File: config.mk
export PLATFORM = sky130hd
export DESIGN_NAME = param_updown_counter
export DESIGN_NICKNAME = d
export VERILOG_FILES = /design/src/rtl/param_updown_counter.sv
export SDC_FILE = /design/constraint.sdc
export NUM_CORES = 1
export LEC_CHECK = 0
export ABC_AREA = 1
export CORE_AREA = 2 2 39 41
export CTS_BUF_LIST = sky130_fd_sc_hd__clkbuf_8
export DETAILED_ROUTE_END_ITERATION = 8
export DIE_AREA = 0 0 41 43
export GPL_TIMING_DRIVEN = 0
export HOLD_SLACK_MARGIN = 0.12
export PLACE_DENSITY_LB_ADDON = 0.2
export REMOVE_ABC_BUFFERS = 1
export SLEW_MARGIN = 20
export SYNTH_ARGS = -nofsm -noshare
export SYNTH_HDL_FRONTEND = slang
export SYNTH_SLANG_ARGS = --single-unit
File: constraint.sdc
create_clock -name clk -period 2.4 [get_ports clk]
set_clock_uncertainty 0.05 [all_clocks]
set_input_delay 0.36 -clock clk [delete_from_list [all_inputs] [get_ports clk]]
set_output_delay 0.36 -clock clk [all_outputs]
set_load 0.01 [all_outputs]
File: src/rtl/param_updown_counter.sv
// Up/down counter with its own prescaler, synchronous clear/load (load clamped into range), wrap or saturate at the ends.
// count steps on the edge ending a tick cycle; wrap is a registered pulse one cycle later; no backpressure, en gates progress.
module param_updown_counter #(
  parameter int WIDTH     = 4,
  parameter int MODULUS   = 16,
  parameter int PRESCALE  = 1,
  parameter int SATURATE  = 0,
  parameter int RESET_VAL = 0
) (
  input  logic             clk,
  input  logic             reset,
  input  logic             en,
  input  logic             up,
  input  logic             clear,
  input  logic             load,
  input  logic [WIDTH-1:0] load_val,
  output logic [WIDTH-1:0] count,
  output logic             tick,
  output logic             tc,
  output logic             wrap
);

  localparam int PS_W = (PRESCALE > 1) ? $clog2(PRESCALE) : 1;
  localparam logic [WIDTH-1:0] MAX_VAL = WIDTH'(MODULUS - 1);
  localparam logic [WIDTH-1:0] RST_VAL = WIDTH'(RESET_VAL);
  localparam logic [WIDTH:0]   MOD_EXT = (WIDTH + 1)'(MODULUS);
  localparam logic [PS_W-1:0]  PS_LAST = PS_W'(PRESCALE - 1);

  logic [PS_W-1:0]  ps;
  logic             ps_done;
  logic [WIDTH-1:0] step_val;
  logic [WIDTH-1:0] load_clamped;

  assign ps_done      = (ps == PS_LAST);
  assign tick         = en & ps_done & ~clear & ~load;
  assign tc           = up ? (count == MAX_VAL) : (count == '0);
  // Extra MSB so MODULUS == 2**WIDTH compares correctly.
  assign load_clamped = ({1'b0, load_val} < MOD_EXT) ? load_val : MAX_VAL;

  always_comb begin
    step_val = count;
    if (!tc) begin
      step_val = up ? count + WIDTH'(1) : count - WIDTH'(1);
    end else if (SATURATE == 0) begin
      step_val = up ? '0 : MAX_VAL;
    end
  end

  always_ff @(posedge clk or posedge reset) begin
    if (reset) begin
      count <= RST_VAL;
      ps    <= '0;
      wrap  <= 1'b0;
    end else if (clear) begin
      count <= RST_VAL;
      ps    <= '0;
      wrap  <= 1'b0;
    end else if (load) begin
      count <= load_clamped;
      ps    <= '0;
      wrap  <= 1'b0;
    end else begin
      if (en) begin
        ps <= ps_done ? '0 : ps + PS_W'(1);
      end
      if (tick) begin
        count <= step_val;
      end
      wrap <= tick & tc;
    end
  end

  initial begin
    if (WIDTH < 1) $error("param_updown_counter: WIDTH must be >= 1");
    if (MODULUS < 2 || MODULUS > (1 << WIDTH))
      $error("param_updown_counter: MODULUS must be in 2..2**WIDTH");
    if (PRESCALE < 1) $error("param_updown_counter: PRESCALE must be >= 1");
    if (SATURATE != 0 && SATURATE != 1) $error("param_updown_counter: SATURATE must be 0 or 1");
    if (RESET_VAL < 0 || RESET_VAL >= MODULUS)
      $error("param_updown_counter: RESET_VAL must be < MODULUS");
  end

endmodule

# --- Word-level counts from Yosys, hierarchy flattened ---
# Index checks and enable logic that the tools add are counted.
totals:
  regBits: 6
  in_bits: 10
  out_inout_bits: 7
  wordCells: 30
classes:
  add_sub_neg: 3
  n_eq_ne: 1
  mux: 13
  bitwise_logic: 7
  n_reduce_logical: 3
op_table:
  columns: ["op", "n"]
  rows:
  - ["$mux W4", 6]
  - ["$mux W1", 7]
  - ["$reduce_bool A3 Y1", 2]
  - ["$add A4 B1 Y4 const B", 1]
  - ["$and A1 B1 Y1", 4]
  - ["$eq A4 B4 Y1 const B", 1]
  - ["$logic_not A4 Y1", 1]
  - ["$sub A4 B1 Y4 const B", 1]
  - ["$not A1 Y1", 3]
  - ["$add A1 B1 Y1 const B", 1]

# --- Depth between registers and ports, before layout ---
# Gate-level depths: netlist (run 1).
depth:
  ltp_word: 7
  depth_mapped: 11
  mapped_depth_nobuf: 11

# --- Least setup slack after synthesis (run 1) ---
# No wires, ideal clock.
synth_timing:
  path_type: "register to register"
  startpoint: "reg count[0]"
  endpoint: "reg count[2]"
  setup_ns: 0.125
  arrival_ns: 1.291
  t_required_ns: 2.225
  path_slack_ns: 0.934
  path_stages_with_launch: 7
  path_buffers: 0
  synth_period_minus_slack_ns: 1.466
  cell_sequence: "dfrtp_1 > inv_1 > fa_1 > xor2_1 > nand2_1 > a21oi_1 > o22ai_1"
synth_between:
  elab_chain_cells: 6
  elab_cells_between_ends: 10
  cone_classes: "2 x add/sub; 1 x eq/ne; 6 x mux; 1 x reduce/logical"
synth_rtl:
  columns: ["item", "line_no", "source"]
  rows:
  - ["from (decl)", "17", "output logic [WIDTH-1:0] count,"]
  - ["from (signal assigned)", "59", "count <= load_clamped;"]
  - ["from (signal assigned)", "67", "count <= step_val;"]
  - ["$sub A4 B1 Y4 (tied with other cells)", "43", "step_val = up ? count + WIDTH'(1) : count - WIDTH'(1);"]
  - ["$mux W4 / $mux W1 (equally long branches)", "43, 36", null]
  - ["$mux W4 *", "42", "if (!tc) begin"]
  - ["$mux W4 *", "66", "if (tick) begin"]
  - ["$mux W4 *", "58", "end else if (load) begin"]
  - ["$mux W4 *", "54", "end else if (clear) begin"]
# Every way passes the cells marked *; elsewhere a longest branch is shown, timed or not. The select of a mux whose other input is x is not followed.
# A chain may end at the register's enable or synchronous reset.

# --- Worst setup path after layout (run 1) ---
layout_timing:
  startpoint: "in load"
  endpoint: "out tick"
layout_between:
  elab_chain_cells: 2
layout_rtl:
  columns: ["item", "line_no", "source"]
  rows:
  - ["from (decl)", "15", "input logic load,"]
  - ["$not A1 Y1", "35", "assign tick = en & ps_done & ~clear & ~load;"]
  - ["$and A1 B1 Y1", "35", null]
  - ["to (decl)", "18", "output logic tick,"]
# No other way between the ends.

==> metrics, run 1 <==
Post-synth ARST share 100%; Most Crowded Layer GR met2; YS warnings 0; GRT Overall Usage 12.2%; Final Hold Vio Count 0; Die Area 0.00176 mm²; grt met2 use 18.8%; DR DRC count 0; Min-Delay Path Class input pin to async pin; CTS max path bufs 2; Tot Pwr 0.374 mW; Worst Path Arrival 1.84 ns; Clock transition at path regs 0.04 ns; vias per cell 4.42; CP max stage cell clkdlybuf4s50_1; Vias 424; Max-slew headroom 82.4%; Max Cap Viol 0; mux share of post-synthesis cell area 0%; critical path startpoint category input pin; die extent in y 43 µm; core area 0.00138 mm²; Yosys top cell by area dfrtp_1; Final period util 93.9%; Slew Limit Fails 0; RSZ-0062 raised after global routing no; hold_buf cts 0; Worst-Skew Late Latency 0.22 ns; Largest delay share family, worst path buffers and inverters; most used cell, CP clkdlybuf4s50_1; top post-synthesis cells by area dfrtp_1 30%, inv_1 12%, nand2_1 12%, ha_1 6.0%, fa_1 4.8%; 1st-pass router iterations 5; Initial Utilization 30.4%; Fmax 444 MHz; EDFF count, synth 0; final setup fails 0; mapped cell area 420 µm²; GRT met3 Usage 3.14%; Seq/Total Area, Yosys 29.8%; Nets 94; Synth Flop Type dfrtp_1; Worst-Margin Slew 0.264 ns; post-route ant nets 0; Sink Count 5; Num CTS Buffers 3; DR iter-0 viols 3; FF+latch count, synth 5; RD Place Congestion 0.768; wire length per cell 9.28 µm; largest net degree at the start of global routing 9; setup TNS 0 ns; site row count 14; mean post-synth cell area 7.01 µm²; largest family of logic cells by synthesized area simple AND/OR/NAND/NOR gates; total grt overflow 0; delay of the slowest critical-path stage 0.53 ns; share of layout cells above drive strength 1 11.3%; number of port buffers 16; Worst Setup End Kind primary output; global-route wire length before repair 1.39 mm; critical path cell sequence clkdlybuf4s50_1, nor2_1, nand2_2, inv_1, clkdlybuf4s50_1; DP HPWL 705 µm; Cells after Synth 60; antenna violations before repair 0; Area growth syn-to-layout 54.2%; num ports 17; Routed WL 891 µm; post-synth top area share 29.8%; Chip Width 41 µm; Synth Area in Adders 10.7%; outcome completed; Crit path required time 1.99 ns; CTS root buf clkbuf_8; Max Fanout on Critical Path 8; Setup CP Type input pin to primary output; PwrDens 576 mW/mm²; number of global-route vias before repair 372; Core Util, Final 46.8%; simple-gate share of the synthesized area 27.4%; M1 GR Usage 13.0%; minimum clock period 2.25 ns; Compound-Gate Fraction of Synth Area 15.5%; P_leak 0.340 nW; Clock H-tree levels 1; CTS tree built; post-synth cell types 20; top cells by count, synth 13 x inv_1, 13 x nand2_1, 5 x dfrtp_1; Max rail drop VDD 291 µV; Diodes inserted 0; XOR/XNOR Fraction of Synth Area 4.17%; number of buffers and inverters on the critical path 3
## area by class of cell
type                       count  area (µm²)
timing repair buffer          16         163
clock inverter                 1        3.75
tap                           16        20.0
sequential                     5         125
fill                         155         736
multi-input combinational     41         243
clock buffer                   3        41.3
inverter                      14        52.6
## worst paths after layout
path | start | endpoint | slack [ns] | cells after the start
max in group asynchronous | reset | wrap | 1.85 | 2
max reg2reg | count[0] | count[2] | 0.86 | 6
min in group clk | count[2] | count[2] | 0.57 | 2
min reg2reg | count[2] | count[2] | 0.57 | 2
min | reset | count[3] | 0.28 | 2
max | load | tick | 0.15 | 5
## routing by layer
metal / part of all wire, % / up-vias
met4: 0 / 0
met3: 5.2 / 0
met5: 0 / -
met1: 44 / 179
li1: - / 231
met2: 50 / 14
## kinds of logic after synthesis
family / count (synthesis)
buf+inv: 14
compound gates: 11
simple gates: 25
fa+ha+maj: 3
flops: 5
xor+xnor: 2
## flip-flops by register name (all words and copies together), names as in the netlist
signal / cells
wrap: 1
count: 4
## placed cells by master, fill, tap and decap left out, types with 3 or more instances in the layout
master and count:
nand3_1 3, inv_1 14, clkdlybuf4s50_1 15, nand2_1 13, a21oi_1 3, dfrtp_1 5
clkbuf_8 3, nor2_1 3, o21ai_0 3
## worst register-to-register path, stage by stage (launching register included)
cell     delay, ns
dfrtp_1       0.38
inv_1         0.11
fa_1          0.41
xor2_1        0.16
nand2_1       0.07
a21oi_1       0.14
o22ai_1       0.09
## stage by stage
step	std cells	instance area (µm²)	hold WS (ns)	setup WS (ns)
finish	96	648	0.279	0.147
global route	96	648	0.307	0.0493
CTS	96	646	0.282	0.0317
detailed placement	92	601	0.523	0.0390
global placement	92	601	0.515	0.0239
floorplan	60	420	0.0885	0.934
## power by group
part	internal, mW	total (mW)	switching (mW)
Sequential	0.0928	0.102	0.00936
Clock	0.110	0.153	0.0433
Combinational	0.0613	0.118	0.0570
## timing repair
| action | 4_1_cts | 5_1_grt |
|---|---|---|
| endpoints found under the setup margin | 0 | 1 |
| buffers inserted | 0 | 0 |
| resized for setup | 0 | 1 |
(Power assumes the default switching activity.)
==> run 2: changes to the inputs <==
--- a/config.mk
+++ b/config.mk
@@ -6,12 +6,14 @@
 export NUM_CORES = 1
 export LEC_CHECK = 0
 export ABC_AREA = 1
-export CORE_AREA = 2 2 39 41
+export CELL_PAD_IN_SITES_DETAIL_PLACEMENT = 1
+export CELL_PAD_IN_SITES_GLOBAL_PLACEMENT = 1
+export CORE_UTILIZATION = 31
 export CTS_BUF_LIST = sky130_fd_sc_hd__clkbuf_8
 export DETAILED_ROUTE_END_ITERATION = 8
-export DIE_AREA = 0 0 41 43
+export GPL_ROUTABILITY_DRIVEN = 0
 export GPL_TIMING_DRIVEN = 0
-export HOLD_SLACK_MARGIN = 0.12
+export HOLD_SLACK_MARGIN = 0.08
 export PLACE_DENSITY_LB_ADDON = 0.2
 export REMOVE_ABC_BUFFERS = 1
 export SLEW_MARGIN = 20
==> metrics, run 2 (synthesized netlist as in run 1, its figures left out) <==
num ports 17; Largest regs count (4), wrap (1); Max Cap Viol 0; Fmax 448 MHz; antenna violations before repair 0; Crit path required time 1.99 ns; site row count 12; Nets 94; CTS max path bufs 2; GRT Overall Usage 19.5%; Num CTS Buffers 3; Worst-Margin Slew 0.255 ns; outcome completed; Chip Width 38.8 µm; critical path startpoint category input pin; Cell Int Power 0.264 mW; met3 routed wirelength 47 µm; hold_buf cts 0; share of layout cells above drive strength 1 12.5%; Routed met1 length 432 µm; Diodes inserted 0; minimum clock period 2.23 ns; Final Hold Vio Count 0; Min-Delay Path Class input pin to async pin; 1st-pass router iterations 2; die extent in y 38.8 µm; Max-slew headroom 83.0%; global-route wire length before repair 1.89 mm; CTS root buf clkbuf_8; Sw Ratio 30.5%; final instance area 644 µm²; Max Fanout on Critical Path 8; Sink Count 5; number of port buffers 16; Worst Path Arrival 1.82 ns; Clock transition at path regs 0.04 ns; setup TNS 0 ns; met2 wire len 647 µm; largest net degree at the start of global routing 9; Initial Utilization 35.4%; CTS tree built; Setup CP Type input pin to primary output; Gate power share 32.2%; Area growth syn-to-layout 53.3%; Worst-Skew Late Latency 0.22 ns; vias per cell 4.91; RSZ-0062 raised after global routing no; final setup fails 0; clock power share 40.8%; DR iter-0 viols 1; PwrDens 590 mW/mm²; Fin Hold WS 0.284 ns; wire length per cell 12.3 µm; highest routed layer met4; DR DRC count 0; post-route ant nets 0; Reg power frac 27.0%; commonest non-fill, non-tap cell in the layout clkdlybuf4s50_1; post-detailed-placement cell area 598 µm²; number of global-route vias before repair 495; Routed WL 1.16 mm; Max rail drop VDD 348 µV; Worst Setup End Kind primary output; max reg flops 4; core area 0.00119 mm²; Slew Limit Fails 0; DP HPWL 935 µm; Final period util 93.1%; Top reg by flops count; Clock H-tree levels 1; most frequent cells in the layout 15 x clkdlybuf4s50_1, 14 x inv_1, 13 x nand2_1; P_leak 0.332 nW; Switching Power 0.116 mW; Die Area 0.00151 mm²; Vias 462; total grt overflow 0
==> run 2: cell count changes in the layout (fill, tap and decap cells not counted), sizes merged <==
cell,before,now
dlygate4sd2,0,1
dlymetal6s2s,1,0
==> run 2: repair_timing <==
action | CTS | global route
gates resized for setup | 1 | 1
endpoints found under the setup margin | 1 | 1
buffers inserted | 0 | 0
==> run 2: per-layer routing <==
| layer | global-route usage (%) | vias to the layer above |
|---|---|---|
| met5 | 0 | - |
| li1 | - | 228 |
| met1 | 15.7 | 215 |
| met3 | 5.20 | 4 |
| met4 | 12.9 | 0 |
| met2 | 39.2 | 15 |
==> run 2: path summary, 6_finish.rpt <==
path                               start        to  slack [ns]  cells past startpoint
worst max register to register  count[0]  count[2]        0.81                      6
worst min-delay path               reset      wrap        0.28                      2
min in group clk                count[2]  count[2]        0.57                      2
worst min register to register  count[2]  count[2]        0.57                      2
worst max-delay path                load      tick        0.17                      5
max in group asynchronous          reset  count[3]        1.84                      2
==> run 2: metrics by stage <==
step	total power [mW]	worst slack, ns	utilization [%]	cells
2_1_floorplan	0.170	0.934	-	60
3_3_place_gp	0.222	0.0406	50.4	90
3_5_place_dp	0.227	-0.0108	50.4	90
4_1_cts	0.386	0.0779	54.1	94
5_1_grt	0.408	0.0526	54.3	94
6_report	0.380	0.167	54.3	94
==> run 2: power by group through the flow <==
stage / registers, mW / clock network, mW / logic (mW)
after global routing: 0.104 / 0.166 / 0.139
after CTS: 0.103 / 0.158 / 0.125
after global placement: 0.104 / 0 / 0.118
after detailed placement: 0.103 / 0 / 0.124
after floorplan: 0.105 / 0 / 0.0646
final: 0.102 / 0.155 / 0.123
==> run 2: critical path: stages <==
cell and delay (ns):
clkdlybuf4s50_1 0.51, nor2_2 0.19, nand2_2 0.15, inv_1 0.08, clkdlybuf4s50_1 0.53
==> run 2: cell type report <==
class                      instances  area, µm²
inverter                          14       52.6
clock inverter                     1       3.75
clock buffer                       3       41.3
fill                             149        542
multi-input combinational         41        245
sequential                         5        125
timing repair buffer              16        159
tap                               14       17.5
==> run 3: changes to the inputs <==
--- a/config.mk
+++ b/config.mk
@@ -8,6 +8,7 @@
 export ABC_AREA = 1
 export CELL_PAD_IN_SITES_DETAIL_PLACEMENT = 1
 export CELL_PAD_IN_SITES_GLOBAL_PLACEMENT = 1
+export CORE_MARGIN = 10
 export CORE_UTILIZATION = 31
 export CTS_BUF_LIST = sky130_fd_sc_hd__clkbuf_8
 export DETAILED_ROUTE_END_ITERATION = 8
==> metrics, run 3 (synthesized netlist as in run 1, its figures left out) <==
critical path startpoint category input pin; minimum clock period 2.26 ns; Fin Hold WS 0.280 ns; Setup Buffers After CTS 0; Final period util 94.1%; Setup CP Type input pin to primary output; Worst Path Arrival 1.85 ns; final setup fails 0; number of global-route vias before repair 501; Max-slew headroom 83.4%; total grt overflow 0; Setup WS pre-CTS -0.00449 ns; Nets 94; final std cells w/o fill 95; Num CTS Buffers 3; Max Fanout on Critical Path 8; Inst Count DP 91; share of layout cells above drive strength 1 11.3%; Fmax 443 MHz; largest net degree at the start of global routing 9; Slew Limit Fails 0; Max rail drop VDD 361 µV; num ports 17; Vias 451; Diodes inserted 0; vias per cell 4.75; Chip Width 56.8 µm; Worst Slack Setup Final 0.141 ns; Top reg by flops count; site row count 13; wire length per cell 12.0 µm; Routed WL 1.14 mm; Min-Delay Path Class input pin to async pin; global-route wire length before repair 2.05 mm; Core Util, Final 50.0%; outcome completed; Max Cap Viol 0; Final Hold Vio Count 0; Area growth syn-to-layout 53.0%; Largest regs count (4), wrap (1); hold_buf cts 0; number of port buffers 16; P_leak 0.332 nW; setup TNS 0 ns; 1st-pass router iterations 1; Worst-Margin Slew 0.249 ns; Sink Count 5; CTS max path bufs 2; DR DRC count 0; core area 0.00128 mm²; GRT Overall Usage 7.98%; Clock transition at path regs 0.04 ns; post-route ant nets 0; most frequent cells in the layout 15 x clkdlybuf4s50_1, 14 x inv_1, 13 x nand2_1; DR iter-0 viols 0; DP HPWL 978 µm; Worst-Skew Late Latency 0.22 ns; Crit path required time 1.99 ns; Die Area 0.00323 mm²; CTS tree built; PwrDens 585 mW/mm²; antenna violations before repair 0; RSZ-0062 raised after global routing no; CTS resizes 1; max reg flops 4; Clock H-tree levels 1; CTS root buf clkbuf_8; commonest non-fill, non-tap cell in the layout clkdlybuf4s50_1; Worst Setup End Kind primary output; die extent in y 56.8 µm; Initial Utilization 32.7%
[run 3: cell types whose count changed in the layout (fill, tap and decap cells not counted)]
cell    previous run  this run
nor2_1             2         3
nor2_2             2         1
[run 3: routing by layer]
metal	global-route usage (%)	share of wire, %	wire length (µm)
met1	7.33	40	463
met2	14.1	52	590
met3	2.70	4.8	55
met4	6.04	3.0	34
met5	0	0	0
[run 3: path summary, 6_finish.rpt]
path	slack (ns)	cells after the start	start	endpoint
setup / recovery	0.14	5	load	tick
hold / removal	0.28	2	reset	count[3]
setup reg to reg	0.87	6	count[0]	count[2]
hold reg to reg	0.60	2	count[2]	count[2]
max in group asynchronous	1.85	2	reset	wrap
min in group clk	0.60	2	count[2]	count[2]
[run 3: area by class of cell]
cell class                      instances  area, µm²
Inverter                               14       52.6
Multi-Input combinational cell         41        243
Clock inverter                          1       3.75
Fill cell                             159        642
Sequential cell                         5        125
Clock buffer                            3       41.3
Tap cell                               15       18.8
Timing Repair Buffer                   16        159
[run 3: worst max-delay path: stages]
cell and delay (ns):
clkdlybuf4s50_1 0.49, nor2_1 0.22, nand2_2 0.16, inv_1 0.08, clkdlybuf4s50_1 0.53
[run 3: per-stage QoR]
stage / instance area, µm² / power (mW)
3_5_place_dp: 599 / 0.225
2_1_floorplan: 420 / 0.170
6_report: 643 / 0.376
5_1_grt: 643 / 0.406
3_3_place_gp: 599 / 0.223
4_1_cts: 643 / 0.382
[run 3: power breakdown]
part	internal (mW)	switching, mW
Sequential	0.0927	0.0100
Clock	0.110	0.0451
Combinational	0.0607	0.0579
Total	0.263	0.113
